### src/rtl/fifo_arb_pkg.sv
// ----------------------------------------------------------------------------
// fifo_arb_pkg : shared types and helpers for the FIFO port arbiters
// Rev 1.0
// ----------------------------------------------------------------------------
`default_nettype none

package fifo_arb_pkg;

   typedef enum logic [0:0] {
      ST_IDLE  = 1'b0,
      ST_BURST = 1'b1
   } arb_state_e;

   // Index width for n requesters, never narrower than one bit.
   function automatic int f_idx_w(input int n);
      return (n < 2) ? 1 : $clog2(n);
   endfunction

endpackage

`default_nettype wire

### src/rtl/rr_pick.sv
// ----------------------------------------------------------------------------
// rr_pick : first set request at or after ptr, scanning upward with wrap
// Rev 1.0
// ----------------------------------------------------------------------------
`default_nettype none

module rr_pick
   import fifo_arb_pkg::*;
#(
   parameter int N  = 4,
   parameter int IW = f_idx_w(N)
) (
   input  logic [N-1:0]  req,
   input  logic [IW-1:0] ptr,
   output logic [IW-1:0] idx,
   output logic          any
);

   logic [IW:0]   w_sum;
   logic [IW-1:0] w_pos;

   // Scan from the farthest offset down so the nearest hit overwrites last.
   always_comb begin
      idx   = '0;
      any   = 1'b0;
      w_sum = '0;
      w_pos = '0;
      for (int k = N - 1; k >= 0; k--) begin
         w_sum = {1'b0, ptr} + (IW+1)'(k);
         if (w_sum >= (IW+1)'(N)) begin
            w_sum = w_sum - (IW+1)'(N);
         end
         w_pos = w_sum[IW-1:0];
         if (req[w_pos]) begin
            idx = w_pos;
            any = 1'b1;
         end
      end
   end

endmodule

`default_nettype wire

### src/rtl/fifo_wr_arb.sv
// ----------------------------------------------------------------------------
// fifo_wr_arb : round-robin packet arbiter sharing one FIFO write port
// Rev 1.0
// ----------------------------------------------------------------------------
`default_nettype none

module fifo_wr_arb
   import fifo_arb_pkg::*;
#(
   parameter int N   = 4,
   parameter int WD  = 32,
   parameter int TMO = 255,
   parameter int IW  = f_idx_w(N)
) (
   input  logic            clk,
   input  logic            rst,
   input  logic [N-1:0]    req,
   input  logic [N*WD-1:0] dat,
   input  logic [N-1:0]    last,
   output logic [N-1:0]    ack,
   output logic            fifo_wen,
   output logic [WD-1:0]   fifo_wdat,
   input  logic            fifo_wfull,
   output logic            grant_vld,
   output logic [IW-1:0]   grant_id,
   output logic            tmo_err
);

   localparam int            CW         = (TMO > 0) ? $clog2(TMO + 1) : 1;
   localparam logic [CW-1:0] c_tmo_m1   = (TMO > 0) ? CW'(TMO - 1) : '0;
   localparam logic [IW-1:0] c_last_idx = IW'(N - 1);

   arb_state_e    state_q,    state_d;
   logic [IW-1:0] owner_q,    owner_d;
   logic [IW-1:0] rr_ptr_q,   rr_ptr_d;
   logic [CW-1:0] idle_cnt_q, idle_cnt_d;
   logic          tmo_err_q,  tmo_err_d;

   logic [IW-1:0] w_pick_idx;
   logic          w_pick_any;
   logic [WD-1:0] w_dat_arr [N];
   logic          w_beat;
   logic [IW-1:0] w_ptr_after;

   genvar g;
   generate
      for (g = 0; g < N; g++) begin : g_unpack
         assign w_dat_arr[g] = dat[g*WD +: WD];
      end
   endgenerate

   rr_pick #(
      .N  (N),
      .IW (IW)
   ) u_pick (
      .req (req),
      .ptr (rr_ptr_q),
      .idx (w_pick_idx),
      .any (w_pick_any)
   );

   // Gating on the live wfull is what keeps a full FIFO from being overwritten.
   assign w_beat      = (state_q == ST_BURST) & req[owner_q] & ~fifo_wfull;
   assign w_ptr_after = (owner_q == c_last_idx) ? '0 : owner_q + 1'b1;

   assign ack       = w_beat ? (N'(1) << owner_q) : '0;
   assign fifo_wen  = w_beat;
   assign fifo_wdat = w_dat_arr[owner_q];
   assign grant_vld = (state_q == ST_BURST);
   assign grant_id  = owner_q;
   assign tmo_err   = tmo_err_q;

   always_comb begin
      state_d    = state_q;
      owner_d    = owner_q;
      rr_ptr_d   = rr_ptr_q;
      idle_cnt_d = idle_cnt_q;
      tmo_err_d  = 1'b0;
      case (state_q)
         ST_IDLE: begin
            if (w_pick_any) begin
               owner_d    = w_pick_idx;
               idle_cnt_d = '0;
               state_d    = ST_BURST;
            end
         end
         ST_BURST: begin
            if (w_beat) begin
               idle_cnt_d = '0;
               if (last[owner_q]) begin
                  rr_ptr_d = w_ptr_after;
                  state_d  = ST_IDLE;
               end
            end else if (!req[owner_q] && (TMO != 0)) begin
               // The release lands on the edge where the count would reach TMO.
               if (idle_cnt_q == c_tmo_m1) begin
                  idle_cnt_d = '0;
                  tmo_err_d  = 1'b1;
                  rr_ptr_d   = w_ptr_after;
                  state_d    = ST_IDLE;
               end else begin
                  idle_cnt_d = idle_cnt_q + 1'b1;
               end
            end
         end
         default: state_d = ST_IDLE;
      endcase
   end

   always_ff @(posedge clk or posedge rst) begin
      if (rst) begin
         state_q    <= ST_IDLE;
         owner_q    <= '0;
         rr_ptr_q   <= '0;
         idle_cnt_q <= '0;
         tmo_err_q  <= 1'b0;
      end else begin
         state_q    <= state_d;
         owner_q    <= owner_d;
         rr_ptr_q   <= rr_ptr_d;
         idle_cnt_q <= idle_cnt_d;
         tmo_err_q  <= tmo_err_d;
      end
   end

endmodule

`default_nettype wire

### config.mk
export PLATFORM = sky130hd
export DESIGN_NAME = fifo_wr_arb
export DESIGN_NICKNAME = d
export VERILOG_FILES = /design/src/rtl/fifo_arb_pkg.sv /design/src/rtl/rr_pick.sv /design/src/rtl/fifo_wr_arb.sv
export SDC_FILE = /design/constraint.sdc
export NUM_CORES = 1
export LEC_CHECK = 0
export CAP_MARGIN = 10
export CORE_UTILIZATION = 30
export CTS_CLUSTER_SIZE = 14
export DETAILED_ROUTE_END_ITERATION = 12
export GPL_ROUTABILITY_DRIVEN = 1
export PLACE_DENSITY = 0.95
export SLEW_MARGIN = 20
export SYNTH_ARGS = -nofsm -noshare
export SYNTH_HDL_FRONTEND = slang
export SYNTH_HIERARCHICAL = 1
export SYNTH_SLANG_ARGS = --single-unit
### constraint.sdc
create_clock -name clk -period 2.74 [get_ports clk]
set_clock_uncertainty 0.1 [all_clocks]
set_input_delay 0.548 -clock clk [delete_from_list [all_inputs] [get_ports clk]]
set_output_delay 0.548 -clock clk [all_outputs]
set_load 0.1 [all_outputs]
==> results.md <==
* Status: completed
* Final nets at 476
* Via density at 5.445
* Sequential share of power at 0.075
* Clock Tree Root: clkbuf_8
* WP buf/inv at 2
* Hold path cells at 1
* Switch share at 0.5856
* Crit-path leading delay family: buffers and inverters
* DR pass1 iterations at 4
* WP data required at 2.09 ns
* Worst-margin pin slew at 0.5308 ns
* # hold bufs at CTS at 0
* Yosys warns at 6
* Largest net degree at the start of global routing at 25
* Seq cells post-synth at 14
* Hold path start: idle_cnt_q[0]$_DFFE_PP0P_
* Routability cong. at 0.8397
* Achievable Freq at 375.7 MHz
* Worst-Skew Late Latency at 0.24 ns
* Dpl hpwl at 7854 um
* Register area share after synthesis at 0.2010
* CP endpoint kind: output port
* Syn Nets at 292
* Area of the multi-input gates at 1358 um2
* Vias in the first global route at 2350
* Synthesized cell area at 1743 um2
* First-pass GRT wire length at 13520 um
* Synth top area share at 0.4393
* Cells after Synth at 147
* Pleak at 1.605 nW
* Filler cell count at 346
* Initial antenna violation count at 1
* CTS tree: done
* Total of max-cap violations at 0
* Final setup margin at 0.07828 ns
* Clock Power Share at 0.032
* Routed vias at 2189
* Initial core utilization at 0.3146
* Final setup fails at 0
* Fraction of layout cells with a size suffix above 1 at 0.3030
* Detailed-route DRC error count at 0
* CP Launch Type: primary input
* Layout area overhead at 136.8%
* CTS max path bufs at 2
* Avg WL per Cell at 22.69 um
* Register area at 361.6 um2
* Core Area at 5540 um2
* CTS-repair resized insts at 0
* CP max stage cell: clkdlybuf4s50_1
* Final period util at 0.9714
* Gr usage total at 0.2987
* Stages on worst setup path at 6
* # rows at 27
* CTS buffer count at 3
* RSZ-0062 raised after global routing: no
* Comb pwr share at 0.892
* I/O pins at 180
* Buffer count from post-CTS setup fixing at 0
* Power, Total at 5.318 mW
* GR Overflow Total at 0
* Crit path from: req[1]
* Pwr dens at 1288 nW/um2
* H-tree lvl count at 1
* Final hold slack at 0.4714 ns
* Reg2reg path depth at 4
* Max stage delay on crit path at 0.46 ns
* CP max FO at 5
* Final ANT Viol Nets at 0
* Clock sinks at 14
* Hold WC Path Type: reg -> reg
* Die area at 6118 um2
* Count of pins over their slew limit at 0
* Count of different cell masters after synthesis at 41
* Antenna diode count at 0
* Fin Setup TNS at 0 ns
* WP data arrival at 2.01 ns
* Yosys top cell by area: mux4_2
* DIE HEIGHT at 78.22 um
* CTS clk-pin slew, worst paths at 0.05 ns
* Place WS at -0.03666 ns
* Peak supply drop at 0.9094 mV
* Largest cells by area after synthesis: mux4_2, dfrtp_1, ha_1
* Mapped Avg Cell Area at 11.86 um2
* Die width at 78.22 um
* Pint at 2.204 mW
* Port bufs at 179
* Final Hold Viols at 0
* Min Clock Period, post-route at 2.662 ns
* Placed instance area at 4080 um2
* Finished layout cell area at 4128 um2
* CP Cell Sequence: clkdlybuf4s50_1 > mux2_4 > a22oi_2 > nor2_4 > and2_4 > buf_12
* R2R Path Start: grant_id[0]$_DFFE_PP0P_
* NetSw at 3.114 mW
* WL final at 9122 um
* Critical path type: in -> out
* Starting DRT DRC Count at 135
* Max-slew headroom at 0.6457
-- flip-flops by register name, summed over array words and instances, names as in the netlist --
name	count
tmo_err	1
rr_ptr_q	2
grant_id	2
idle_cnt_q	8
grant_vld	1
-- cell usage in the layout, fill, tap and decap left out, types with 2 or more instances in the layout --
master,n
and2_4,4
nand3_1,2
nor2_1,8
a21oi_1,4
inv_1,7
buf_4,11
dfrtp_1,11
o2111ai_1,2
o21ai_0,5
nand2_1,12
clkdlybuf4s50_1,137
xnor2_1,2
mux4_2,34
o31ai_1,2
nor2b_1,2
clkbuf_8,3
or4_1,3
mux2_4,2
a31oi_1,3
dfrtp_4,3
nand2b_1,3
or3_1,3
ha_1,6
buf_12,39
-- per-stage QoR --
stage	instances	util
CTS	402	0.7446
global route	402	0.7450
floorplan	147	-
detailed placement	398	0.7365
global placement	398	0.7365
finish	402	0.7450
-- power by group through the flow --
stage               sequential, mW  clock (mW)  combinational (mW)
floorplan                    0.472           0                2.98
global placement             0.399           0                4.69
detailed placement           0.403           0                4.75
CTS                          0.401       0.174                4.77
global route                 0.416       0.181                4.88
finish                       0.401       0.171                4.75
-- per-layer routing --
| layer | track usage | up-vias | wire, um |
|---|---|---|---|
| met5 | 0 | - | 14 |
| met1 | 0.3365 | 1068 | 3246 |
| met4 | 0.1111 | 2 | 330 |
| met3 | 0.08605 | 32 | 724 |
| met2 | 0.5316 | 115 | 4806 |
| li1 | - | 972 | - |
-- path summary, 6_finish.rpt --
kind	to	slack [ns]
min	idle_cnt_q[0]$_DFFE_PP0P_	0.47
max in group asynchronous	grant_id[1]$_DFFE_PP0P_	1.60
min in group asynchronous	idle_cnt_q[4]$_DFFE_PP0P_	0.54
max	ack[0]	0.08
max reg2reg	idle_cnt_q[7]$_DFFE_PP0P_	0.48
min reg2reg	idle_cnt_q[0]$_DFFE_PP0P_	0.47
-- final cells by class --
type                       count  share of cell area
clock buffer                   4             0.01091
inverter                       7            0.006366
multi-input combinational    117              0.3289
sequential                    14             0.08760
tap                           72             0.02182
timing repair buffer         188              0.5444
-- worst reg2reg max path, cell delays in order, from the launching register on --
cell     delay [ns]
dfrtp_4        0.49
mux4_2         0.60
a31o_4         0.31
or4_1          0.48
a21oi_1        0.19
-- logic make-up (layout without fill, tap and decap cells) --
| family | count (synthesis) | after routing | share of synthesized area |
|---|---|---|---|
| multiplexers | 37 | 37 | 0.4580 |
| adder cells (fa/ha/maj) | 6 | 6 | 0.04307 |
| flip-flops | 14 | 14 | 0.2010 |
| XOR/XNOR | 2 | 2 | 0.01005 |
| AO/OA/AOI/OAI | 28 | 28 | 0.1192 |
| buffers and inverters | 16 | 199 | 0.03733 |
| AND/OR/NAND/NOR | 44 | 44 | 0.1314 |
-- Yosys cell counts --
library cell  instances
mux4_2               34
dfrtp_1              14
nand2_1              12
nor2_1                9
inv_1                 7
ha_1                  6
o21ai_0               5
a21oi_1               4
and2_1                4
buf_2                 4
a31oi_1               3
clkbuf_1              3
nand2b_1              3
or3_1                 3
or4_1                 3
buf_1                 2
mux2_2                2
nand3_1               2
nor2b_1               2
o2111ai_1             2
o31ai_1               2
xnor2_1               2
a211o_1               1
a211oi_1              1
a211oi_2              1
a21o_1                1
a22oi_1               1
a31o_4                1
and3_1                1
and4_1                1
mux2i_1               1
nand4_1               1
nand4b_1              1
nor3_1                1
nor3b_1               1
o21a_1                1
o21bai_1              1
o221ai_1              1
o2bb2ai_1             1
o311ai_0              1
o41ai_1               1
No activity file was read; power rests on OpenSTA's default activity.
